**config.mk**
```make
export PLATFORM = sky130hd
export DESIGN_NAME = msx_mouse_port
export DESIGN_NICKNAME = d
export VERILOG_FILES = /design/src/rtl/msx_mouse_pkg.sv /design/src/rtl/msx_mouse_acc.sv /design/src/rtl/msx_mouse_port.sv
export SDC_FILE = /design/constraint.sdc
export NUM_CORES = 1
export LEC_CHECK = 0
export ABC_CLOCK_PERIOD_IN_PS = 7250
export BUFFER_PORTS_ARGS = -buffer_cell sky130_fd_sc_hd__buf_2
export CAP_MARGIN = 20
export CORE_MARGIN = 1.5
export CORE_UTILIZATION = 65
export CTS_BUF_LIST = sky130_fd_sc_hd__clkbuf_4 sky130_fd_sc_hd__clkbuf_8
export DETAILED_ROUTE_END_ITERATION = 6
export GPL_ROUTABILITY_DRIVEN = 0
export PLACE_DENSITY_LB_ADDON = 0.05
export SLEW_MARGIN = 15
export SYNTH_ARGS = -nofsm -noshare
export SYNTH_HDL_FRONTEND = slang
export SYNTH_SLANG_ARGS = --single-unit
```
**constraint.sdc**
```tcl
create_clock -name clk_sys -period 7.25 [get_ports clk_sys]
set_input_delay 1.45 -clock clk_sys [delete_from_list [all_inputs] [get_ports clk_sys]]
set_output_delay 1.45 -clock clk_sys [all_outputs]
set_load 0.02 [all_outputs]
```
**src/rtl/msx_mouse_pkg.sv**
```systemverilog
`default_nettype none
// ============================================================================
// Module   : msx_mouse_pkg
// Brief    : Shared types, constants and saturation helper for the MSX mouse.
// Revision : 1.0
// ============================================================================
package msx_mouse_pkg;

    typedef enum logic [1:0] {
        S_XH = 2'd0,
        S_XL = 2'd1,
        S_YH = 2'd2,
        S_YL = 2'd3
    } state_t;

    localparam int C_TIMEOUT_CYCLES = 100000;

    // Clamp a 10-bit signed sum into the signed 8-bit range the MSX reads.
    function automatic logic signed [7:0] sat8(input logic signed [9:0] value);
        if (value > 10'sh07F) begin
            return 8'sh7F;
        end else if (value < 10'sh380) begin
            return 8'sh80;
        end else begin
            return value[7:0];
        end
    endfunction

endpackage
`default_nettype wire

```
**src/rtl/msx_mouse_acc.sv**
```systemverilog
`default_nettype none
// ============================================================================
// Module   : msx_mouse_acc
// Brief    : Saturating signed 8-bit accumulator of 9-bit mouse deltas.
// Revision : 1.0
// ============================================================================
module msx_mouse_acc
    import msx_mouse_pkg::*;
(
    input  logic       clk,
    input  logic       rst,
    input  logic       i_clear,
    input  logic       i_load,
    input  logic       i_negate,
    input  logic [8:0] i_delta,
    output logic [7:0] o_acc
);

    logic signed [7:0] r_acc;
    logic signed [9:0] w_delta;
    logic signed [9:0] w_base;
    logic signed [9:0] w_sum;
    logic signed [7:0] w_acc_next;

    // A load coinciding with a clear lands in the freshly cleared value.
    always_comb begin
        w_delta    = i_negate ? -{i_delta[8], i_delta} : {i_delta[8], i_delta};
        w_base     = i_clear ? 10'sd0 : {{2{r_acc[7]}}, r_acc};
        w_sum      = w_base + w_delta;
        w_acc_next = r_acc;
        if (i_load) begin
            w_acc_next = sat8(w_sum);
        end else if (i_clear) begin
            w_acc_next = 8'sd0;
        end
    end

    always_ff @(posedge clk) begin
        if (rst) begin
            r_acc <= 8'sd0;
        end else begin
            r_acc <= w_acc_next;
        end
    end

    assign o_acc = r_acc;

endmodule
`default_nettype wire

```
**src/rtl/msx_mouse_port.sv**
```systemverilog
`default_nettype none
// ============================================================================
// Module   : msx_mouse_port
// Brief    : MSX mouse protocol: accumulates deltas, serves X/Y nibbles on
//            each toggle of the MSX strobe pin.
// Revision : 1.0
// ============================================================================
module msx_mouse_port #(
    parameter int TIMEOUT_CYCLES = msx_mouse_pkg::C_TIMEOUT_CYCLES
) (
    input  logic       clk_sys,
    input  logic       reset,
    input  logic [8:0] mouse_x,
    input  logic [8:0] mouse_y,
    input  logic [7:0] mouse_flags,
    input  logic       mouse_strobe,
    input  logic       joy_active,
    input  logic       msx_str,
    output logic [5:0] port_out,
    output logic       mouse_en
);
    import msx_mouse_pkg::*;

    localparam int              C_TW           = $clog2(TIMEOUT_CYCLES + 1);
    localparam logic [C_TW-1:0] C_TIMEOUT_LOAD = C_TW'(TIMEOUT_CYCLES);
    localparam logic [C_TW-1:0] C_TIMEOUT_ONE  = C_TW'(1);

    state_t          r_state;
    state_t          w_state_next;
    logic [C_TW-1:0] r_timeout;
    logic [C_TW-1:0] w_timeout_next;
    logic            r_str_d;
    logic            r_mouse_en;
    logic            w_mouse_en_next;
    logic [7:0]      r_snap_x;
    logic [7:0]      r_snap_y;
    logic [5:0]      r_port_out;
    logic [3:0]      w_nibble_next;
    logic            w_edge;
    logic            w_snap;
    logic            w_acc_clear;
    logic [7:0]      w_acc_x;
    logic [7:0]      w_acc_y;
    logic            w_unused_flags;

    assign w_unused_flags = ^mouse_flags[7:2];

    assign w_edge      = r_mouse_en & (msx_str ^ r_str_d);
    assign w_snap      = w_edge & (r_state == S_XH);
    assign w_acc_clear = w_snap | ~r_mouse_en;

    // X is negated so that the MSX sees left-positive motion.
    msx_mouse_acc u_acc_x (
        .clk      (clk_sys),
        .rst      (reset),
        .i_clear  (w_acc_clear),
        .i_load   (mouse_strobe),
        .i_negate (1'b1),
        .i_delta  (mouse_x),
        .o_acc    (w_acc_x)
    );

    msx_mouse_acc u_acc_y (
        .clk      (clk_sys),
        .rst      (reset),
        .i_clear  (w_acc_clear),
        .i_load   (mouse_strobe),
        .i_negate (1'b0),
        .i_delta  (mouse_y),
        .o_acc    (w_acc_y)
    );

    always_comb begin
        w_mouse_en_next = r_mouse_en;
        if (mouse_strobe) begin
            w_mouse_en_next = 1'b1;
        end else if (joy_active) begin
            w_mouse_en_next = 1'b0;
        end
    end

    always_comb begin
        w_state_next   = r_state;
        w_timeout_next = r_timeout;
        w_nibble_next  = r_port_out[3:0];
        if (!r_mouse_en) begin
            w_state_next   = S_XH;
            w_timeout_next = '0;
        end else if (w_edge) begin
            w_timeout_next = C_TIMEOUT_LOAD;
            case (r_state)
                S_XH: begin
                    w_state_next  = S_XL;
                    w_nibble_next = w_acc_x[7:4];
                end
                S_XL: begin
                    w_state_next  = S_YH;
                    w_nibble_next = r_snap_x[3:0];
                end
                S_YH: begin
                    w_state_next  = S_YL;
                    w_nibble_next = r_snap_y[7:4];
                end
                default: begin
                    w_state_next  = S_XH;
                    w_nibble_next = r_snap_y[3:0];
                end
            endcase
        end else if (r_timeout != '0) begin
            w_timeout_next = r_timeout - 1'b1;
            if (r_timeout == C_TIMEOUT_ONE) begin
                w_state_next = S_XH;
            end
        end
    end

    always_ff @(posedge clk_sys) begin
        if (reset) begin
            r_state   <= S_XH;
            r_timeout <= '0;
        end else begin
            r_state   <= w_state_next;
            r_timeout <= w_timeout_next;
        end
    end

    // Port is forced idle in the same cycle the mouse loses ownership.
    always_ff @(posedge clk_sys) begin
        if (reset) begin
            r_str_d    <= 1'b0;
            r_mouse_en <= 1'b0;
            r_snap_x   <= '0;
            r_snap_y   <= '0;
            r_port_out <= 6'h3F;
        end else begin
            r_str_d    <= msx_str;
            r_mouse_en <= w_mouse_en_next;
            if (w_snap) begin
                r_snap_x <= w_acc_x;
                r_snap_y <= w_acc_y;
            end
            if (!w_mouse_en_next) begin
                r_port_out <= 6'h3F;
            end else begin
                r_port_out <= {~mouse_flags[1:0], w_nibble_next};
            end
        end
    end

    assign port_out = r_port_out;
    assign mouse_en = r_mouse_en;

endmodule
`default_nettype wire
```
== Word level (Yosys, flattened, before mapping) ==
Cells that the tools add are included.

* Flip-flop bits (word level): 55
* Input port bits: 31

* Bitwise gates (word level): 7
* Reductions and logical operators: 10
* Multiplexer cells: 18
* Add/sub/neg operators: 4
* Equality and inequality tests: 3
* Order comparisons: 4

{| class="wikitable"
|+ Operator list
! cell !! number
|-
| 2-to-1 mux 8 bit || 7
|-
| 2-to-1 mux 17 bit || 2
|-
| > comparator 10 x 8 -> 1 bit (second input constant) || 2
|-
| < comparator 10 x 8 -> 1 bit (second input constant) || 2
|-
| 2-to-1 mux 10 bit || 2
|-
| == test 17 x 1 -> 1 bit (second input constant) || 1
|-
| nonzero test 17 bit || 1
|-
| subtractor 17 x 1 -> 17 bit (second input constant) || 1
|-
| one-hot mux 4 bit (3 select lines) || 1
|-
| adder 10 bit || 1
|-
| adder 10 x 9 -> 10 bit || 1
|-
| negation 10 bit || 1
|-
| 2-to-1 mux 2 bit || 3
|-
| one-hot mux 2 bit (3 select lines) || 1
|-
| nonzero test 2 bit || 3
|-
| AND reduction 2 bit || 2
|-
| OR reduction 2 bit || 2
|-
| OR reduction 3 bit || 1
|-
| AND 1 bit || 2
|-
| == test 2 x 1 -> 1 bit (second input constant) || 1
|-
| == test 2 bit (second input constant) || 1
|-
| zero test 2 bit || 1
|-
| 2-to-1 mux 1 bit || 2
|-
| inverter 1 bit || 2
|-
| other kinds (3) || 3
|}

== Longest topological paths before layout ==
Gate-level depths: netlist of run 1.

* Depth after elaboration: 10
* Depth in mapped cells: 13

== Hierarchy ==
Synthesis of run 1 repeated with hierarchy kept, for this count alone.

* Cell total of the unflattened synthesis: 476
* Area, all modules: 3843.7 um^2

{| class="wikitable"
|+ Modules (own cells, without submodules)
! module !! cells each !! area an instance (um^2) !! times used
|-
| msx_mouse_port || 211 || 1826.8 || 1
|-
| msx_mouse_acc (u_acc_x) || 133 || 1016.0 || 1
|-
| msx_mouse_acc (u_acc_y) || 132 || 1001.0 || 1
|}

== Least setup slack after synthesis of run 1 ==
OpenSTA, ideal clock, no wires.

* Path type: input port to flip-flop
* Start: input port msx_str
* End: register u_acc_x.r_acc[0] (netlist: u_acc_x.o_acc[0])
* Setup slack: 3.095 ns
* Data arrival time: 4.015 ns
* Path buffers: 1
* Required time: 7.110 ns
* Cell stages on the path: 12
* Path through: xor2_1 a21boi_2 clkbuf_1 nand2_1 ha_1 fa_1 nand2b_1 a21oi_1 nand2b_1 a41oi_1 o311ai_2 o32ai_1

* Longest elaborated chain between the ends: 10
* Elaborated cells on any way between the ends: 12
* Classes of those cells: 1 x add/sub; 2 x order compare; 4 x mux; 4 x bitwise; 1 x reduce/logical

{| class="wikitable"
|+ RTL lines
! what !! line !! source
|-
| start, declared || msx_mouse_port.sv:18 || <nowiki>input logic msx_str,</nowiki>
|-
| bitwise XOR 1 bit (*) || msx_mouse_port.sv:48 || <nowiki>assign w_edge = r_mouse_en & (msx_str ^ r_str_d);</nowiki>
|-
| AND 1 bit (*) || msx_mouse_port.sv:48 ||
|-
| AND 1 bit (*) || msx_mouse_port.sv:49 || <nowiki>assign w_snap = w_edge & (r_state == S_XH);</nowiki>
|-
| bitwise OR 1 bit (*) || msx_mouse_port.sv:50 || <nowiki>assign w_acc_clear = w_snap | ~r_mouse_en;</nowiki>
|-
| 2-to-1 mux 10 bit || msx_mouse_acc.sv:28 || <nowiki>w_base = i_clear ? 10'sd0 : {{2{r_acc[7]}}, r_acc};</nowiki>
|-
| adder 10 bit || msx_mouse_acc.sv:29 || <nowiki>w_sum = w_base + w_delta;</nowiki>
|-
| < comparator 10 x 8 -> 1 bit || msx_mouse_pkg.sv:22 || <nowiki>end else if (value < 10'sh380) begin</nowiki>
|-
| 2-to-1 mux 8 bit || msx_mouse_pkg.sv:22 ||
|-
| 2-to-1 mux 8 bit || msx_mouse_pkg.sv:20 || <nowiki>if (value > 10'sh07F) begin</nowiki>
|-
| 2-to-1 mux 8 bit || msx_mouse_acc.sv:31 || <nowiki>if (i_load) begin</nowiki>
|-
| end signal, assigned || msx_mouse_acc.sv:42 || <nowiki>r_acc <= w_acc_next;</nowiki>
|-
| end, declared || msx_mouse_acc.sv:19 || <nowiki>logic signed [7:0] r_acc;</nowiki>
|}

Mark *: on every way between the ends. The rest lies on a longest branch, timed or not.
A chain may end at the register's enable or synchronous reset.

== Final worst setup path of run 1 ==
* Start: input port msx_str
* End: register u_acc_x.r_acc[3] (netlist: u_acc_x.o_acc[3])

The elaborated chain is that of the path after synthesis.

==> results of run 1 <==
-- area by class of cell --
cell class,instances,area (um2)
Clock buffer,5,68.8
Clock inverter,3,25.0
Fill cell,426,1400
Inverter,23,86.3
Multi-Input combinational cell,320,2120
Sequential cell,55,1100
Tap cell,70,87.6
Timing Repair Buffer,31,155
-- power breakdown --
part	total (W)	leakage [nW]	internal, W	switching (W)
logic	0.000218	1.05	0.0000948	0.000123
registers	0.000334	0.449	0.000320	0.0000133
clock network	0.000171	0.0443	0.0000692	0.000101
-- per-stage QoR --
step                      hold WS, ns  power, W
after floorplan                 0.427  0.000516
after detailed placement        0.442  0.000556
after CTS                       0.459  0.000724
final                           0.456  0.000722
after global placement          0.436  0.000551
after global routing            0.482  0.000766
-- worst max-delay path, cell delays in order --
cell	delay [ns]
buf_2	0.11
xor2_1	0.20
a21boi_2	0.65
nand2_1	0.13
ha_1	0.23
fa_1	0.39
nand2b_1	0.20
a21oi_1	0.20
nand2b_1	0.17
a41oi_1	0.19
o311ai_2	0.63
o32ai_1	0.18
-- Yosys cell counts (all sizes together) (8+ instances only) --
library cell / count / area share [%]
inv: 23 / 2.6
o21ai: 13 / 1.9
and2: 16 / 3.0
xnor2: 10 / 2.6
dfxtp: 55 / 33
nor2: 37 / 4.1
o211ai: 11 / 2.4
nand2: 58 / 6.4
nand3: 8 / 1.3
xor2: 11 / 2.9
a21oi: 44 / 6.5
nand2b: 11 / 2.0
a211oi: 11 / 2.9
ha: 25 / 9.3
clkbuf: 14 / 1.6
-- layer usage --
layer / up-vias / track usage, % / routed length (um)
li1: 1517 / - / -
met1: 1324 / 29.5 / 3040
met2: 48 / 46.4 / 3400
met3: 9 / 3.61 / 178
met4: 0 / 6.06 / 89
met5: - / 0 / 0
-- placed cells by master (no fill, tap or decap), types with 3 or more instances in the layout --
cell type  Yosys  layout
or3_1          7       7
o32ai_1        7       7
nand2_1       58      58
clkbuf_8       0       5
nor2_1        37      37
a22oi_1        3       3
nor4_1         3       3
ha_1          25      25
xnor2_1       10      10
dfxtp_1       55      55
a211oi_2       3       3
inv_1         23      23
buf_2          1      31
xor2_1        11      11
o21ai_0       12      12
nand3_1        7       7
o211ai_1      11      11
a21oi_1       44      44
nand2b_1      11      11
and2_1        16      16
a211oi_1       8       8
nor3_1         4       4
a222oi_1       4       4
-- worst max-delay path by stage --
stage | start | end
6_report | msx_str | u_acc_x.o_acc[3]
5_1_grt | msx_str | u_acc_x.o_acc[3]
2_1_floorplan | msx_str | u_acc_x.o_acc[0]
3_5_place_dp | msx_str | u_acc_x.o_acc[3]
3_3_place_gp | msx_str | u_acc_x.o_acc[0]
4_1_cts | msx_str | u_acc_x.o_acc[3]
-- flip-flops by register name (all words and copies together) (netlist names) --
register and count:
r_str_d 1, u_acc_y.o_acc 8, r_snap_y 8, u_acc_x.o_acc 8, mouse_en 1, port_out 6, r_state 2, r_snap_x 4
r_timeout 17
-- cells by family (layout without fill, tap and decap cells) --
group | Yosys count | in the layout | share of synthesized area, %
AO/OA/AOI/OAI | 110 | 110 | 22.6
XOR/XNOR | 21 | 21 | 5.45
adder cells (fa/ha/maj) | 27 | 27 | 10.5
buffers and inverters | 39 | 62 | 4.56
flip-flops | 55 | 55 | 32.6
multiplexers | 2 | 2 | 0.593
AND/OR/NAND/NOR | 160 | 160 | 23.7
==> flow_metrics.env, run 1 <==
export IMPL_rows=26
export IMPL_start_kind="input pin"
export IMPL_drive_gt1_share_pct=12.6
export IMPL_insertion_delay_ns=0.31
export IMPL_path_max_fanout=19
export IMPL_synthFlopType="dfxtp_1"
export IMPL_vias=2898
export IMPL_cts_buffer_depth=2
export IMPL_max_slew_margin_pct=47.4
export IMPL_whs_endpoint="r_snap_y[0]"
export IMPL_coreArea_um2=5040
export IMPL_final_cells=507
export IMPL_yosys_warnings=0
export IMPL_place_ws_ns=2.41
export IMPL_place_area_um2=3550
export IMPL_path_clk_slew_ns=0.10
export IMPL_cts_root_buf="clkbuf_8"
export IMPL_die_area_um2=5630
export IMPL_gr_total_overflow=0
export IMPL_dr_first_iter_drc_count=100
export IMPL_fin_crit_ns=4.55
export IMPL_avgSynthCellArea_um2=8.15
export IMPL_drt_wl_total_mm=6.71
export IMPL_syn_area_um2=3380
export IMPL_grt_pass1_wl_mm=11.0
export IMPL_numClockSinks=55
export IMPL_synth_cell_types=54
export IMPL_rsz0062_at_grt="false"
export IMPL_totalNegativeSetupSlack_ns=0
export IMPL_synthCells=414
export IMPL_powerDensity_nw_per_um2=198
export IMPL_hold_viol=0
export IMPL_max_clock_freq_mhz=220
export IMPL_cts_setup_buffers=0
export IMPL_ant_nets=0
export IMPL_cts_made_buffers=5
export IMPL_ios=38
export IMPL_regToRegSetupSlack_ns=3.36
export IMPL_ff2ff_path_depth=12
export IMPL_endpoint_kind="register"
export IMPL_ys_async_sr_fraction_pct=0
export IMPL_cts_tree="built"
export IMPL_stdcell_area_um2=3640
export IMPL_synth_edff_count=0
export IMPL_min_delay_start="u_acc_y.o_acc[0]"
export IMPL_diodes=0
export IMPL_grt_pass1_vias=2572
export IMPL_hold_path_class="register to register"
export IMPL_track_usage_pct=24.8
export IMPL_io_buffers=31
export IMPL_setup_slack_ns=2.70
export IMPL_cap_violations=0
export IMPL_nets=494
export IMPL_h_tree_depth=2
export IMPL_final_util_pct=72.3
export IMPL_initial_core_util_pct=66.9
export IMPL_crit_arrival_ns=4.72
export IMPL_finClkSkew_ns=0.00956
export IMPL_syn_num_nets=472
export IMPL_synthToLayoutAreaGrowth_pct=7.97
export IMPL_wl_per_cell_um=13.2
export IMPL_r2r_start="r_state[0]"
export IMPL_cp_required_ns=7.42
export IMPL_vdd_ir_drop_max_mv=0.0953
export IMPL_report_final_slew_viol_count=0
export IMPL_status="complete, no violations"
export IMPL_fp_dieW_um=75.1
export IMPL_cts_hold_buffers=0
export IMPL_p_leak_nw=1.54
export IMPL_drc=0
export IMPL_rr_endpoint="u_acc_x.o_acc[3]"
export IMPL_die_h_um=75.1
export IMPL_tightest_slew_ns=0.784
export IMPL_ys_seq_area_share_pct=32.6
export IMPL_viasPerCell=5.72
export IMPL_setup_viol=0
export IMPL_synth_seq_cells=55
export IMPL_grt_max_degree=39
export IMPL_firstDrtPassIters=4
export IMPL_hold_depth=2
export IMPL_post_cts_resized=0
export IMPL_period_share_pct=62.8
export IMPL_hpwl_mm=5.03
export IMPL_crit_type="input pin to register"
export IMPL_place_inst=499
export IMPL_antenna_found_initial=0
(Power assumes the default switching activity.)
==> run 2: changes to the inputs <==
Settings changed: ABC_CLOCK_PERIOD_IN_PS 7250 to 3990, CORE_UTILIZATION 65 to 55.
Clock period 7.25 ns to 3.99 ns, I/O delays scaled along.
==> run 2 against run 1 <==
Clock skew down 0.00093 ns. Worst hold slack got worse by 0.0082 ns. Design area rose by 1.5%. Utilization fell by 9.8 points. Register-to-register slack lost 2.8 ns. Critical path depth increased by 1. Wire length down 1.3%. Sequential cell count is the same. Largest power group unchanged.
==> flow_metrics.env, run 2 (same netlist as run 1, synthesis figures left out) <==
export IMPL_totalNegativeSetupSlack_ns=0
export IMPL_layout_commonest_cell="nand2_1"
export IMPL_finClkSkew_ns=0.00863
export IMPL_crit_chain="inv_1 > ha_1 > a21boi_2 > nand2_1 > ha_1 > fa_1 > nand2b_1 > a21oi_1 > o21ai_1 > a41oi_1 > o311ai_2 > buf_4 > o32ai_1"
export IMPL_drive_gt1_share_pct=13.8
export IMPL_cts_tree="built"
export IMPL_viasPerCell=5.65
export IMPL_hpwl_mm=5.05
export IMPL_grt_max_degree=39
export IMPL_path_max_fanout=8
export IMPL_tightest_slew_ns=0.663
export IMPL_setup_slack_ns=0.559
export IMPL_antenna_found_initial=0
export IMPL_crit_buf_inv=2
export IMPL_rsz0062_at_grt="false"
export IMPL_busiest_layer="met2"
export IMPL_regMostFlops="r_timeout"
export IMPL_die_area_um2=6620
export IMPL_max_clock_freq_mhz=291
export IMPL_p_leak_nw=1.58
export IMPL_min_delay_start="u_acc_y.o_acc[1]"
export IMPL_place_inst=510
export IMPL_hold_viol=0
export IMPL_drt_wl_total_mm=6.62
export IMPL_cts_hold_buffers=0
export IMPL_grt_pass1_vias=2508
export IMPL_grtUsageMet2_pct=37.6
export IMPL_final_cell_mix="nand2_1 (58), dfxtp_1 (55), a21oi_1 (44), nor2_1 (37), buf_2 (31)"
export IMPL_critPathSlowestCell="dfxtp_1"
export IMPL_h_tree_depth=2
export IMPL_cap_violations=0
export IMPL_cts_made_buffers=5
export IMPL_ant_nets=0
export IMPL_path_clk_slew_ns=0.11
export IMPL_track_usage_pct=21.5
export IMPL_max_slew_margin_pct=55.8
export IMPL_vdd_ir_drop_max_mv=0.183
export IMPL_start_kind="register"
export IMPL_ios=38
export IMPL_firstDrtPassIters=5
export IMPL_r2r_start="r_state[1]"
export IMPL_max_stage_delay_ns=0.41
export IMPL_gr_usage_met1_pct=27.3
export IMPL_wl_per_cell_um=12.8
export IMPL_vias=2929
export IMPL_gr_total_overflow=0
export IMPL_synthToLayoutAreaGrowth_pct=9.60
export IMPL_place_ws_ns=0.239
export IMPL_dr_first_iter_drc_count=144
export IMPL_cts_buffer_depth=2
export IMPL_crit_family="compound AO/OA/AOI/OAI gates"
export IMPL_fp_dieW_um=81.3
export IMPL_coreArea_um2=5920
export IMPL_io_buffers=31
export IMPL_nets=500
export IMPL_setup_viol=0
export IMPL_post_cts_resized=0
export IMPL_numClockSinks=55
export IMPL_insertion_delay_ns=0.31
export IMPL_endpoint_kind="register"
export IMPL_grt_pass1_wl_mm=11.2
export IMPL_report_final_slew_viol_count=0
export IMPL_holdWs_ns=0.447
export IMPL_drc=0
export IMPL_cts_root_buf="clkbuf_8"
export IMPL_status="complete, no violations"
export IMPL_diodes=0
export IMPL_grt_met3_usage_pct=3.15
export IMPL_rows=28
export IMPL_fin_crit_ns=3.43
export IMPL_initial_core_util_pct=57.0
export IMPL_crit_type="register to register"
export IMPL_crit_top_cell="ha_1"
export IMPL_crit_arrival_ns=3.65
export IMPL_die_h_um=81.3
export IMPL_critPathLaunch="r_state[1]"
export IMPL_cts_setup_buffers=0
export IMPL_largest_reg_flops=17
export IMPL_hold_path_class="register to register"
export IMPL_final_cells=518
export IMPL_powerDensity_nw_per_um2=360
export IMPL_cp_required_ns=4.21
export IMPL_period_share_pct=86.0
==> run 2: final timing paths <==
path	depth (start not counted)	end	slack (ns)
worst max-delay path	13	u_acc_x.o_acc[1]	0.56
worst max register to register	13	u_acc_x.o_acc[1]	0.56
worst min-delay path	2	r_snap_y[1]	0.45
worst min register to register	2	r_snap_y[1]	0.45
==> run 2: through the flow <==
stage | area (um2) | util [%] | power [W]
floorplan | 3380 | - | 0.000938
global placement | 3600 | 60.8 | 0.00101
detailed placement | 3600 | 60.8 | 0.00102
CTS | 3700 | 62.5 | 0.00134
global route | 3700 | 62.5 | 0.00142
finish | 3700 | 62.5 | 0.00133
==> run 2: layout make-up <==
cell class                      instances  area (um2)
Fill cell                             568        2220
Clock buffer                            5        68.8
Clock inverter                          3        28.8
Inverter                               23        86.3
Multi-Input combinational cell        320        2120
Timing Repair Buffer                   37         200
Tap cell                               75        93.8
Sequential cell                        55        1100
==> run 2: worst register-to-register path, stage by stage (launching register included) <==
cell and delay (ns):
dfxtp_1 0.41, inv_1 0.08, ha_1 0.27, a21boi_2 0.40, nand2_1 0.14, ha_1 0.23
fa_1 0.39, nand2b_1 0.20, a21oi_1 0.21, o21ai_1 0.14, a41oi_1 0.30, o311ai_2 0.15
buf_4 0.18, o32ai_1 0.25
==> run 2: power breakdown <==
group	internal (W)	total, W	switching [W]	leakage, nW
clock network	0.000130	0.000322	0.000192	0.0502
registers	0.000582	0.000606	0.0000240	0.449
logic	0.000178	0.000403	0.000225	1.08
==> run 2: per-layer routing <==
metal	vias to the layer above	part of all wire [%]
met5	-	0
met4	0	0.95
met2	45	48
met1	1346	48
li1	1531	-
met3	7	3.3
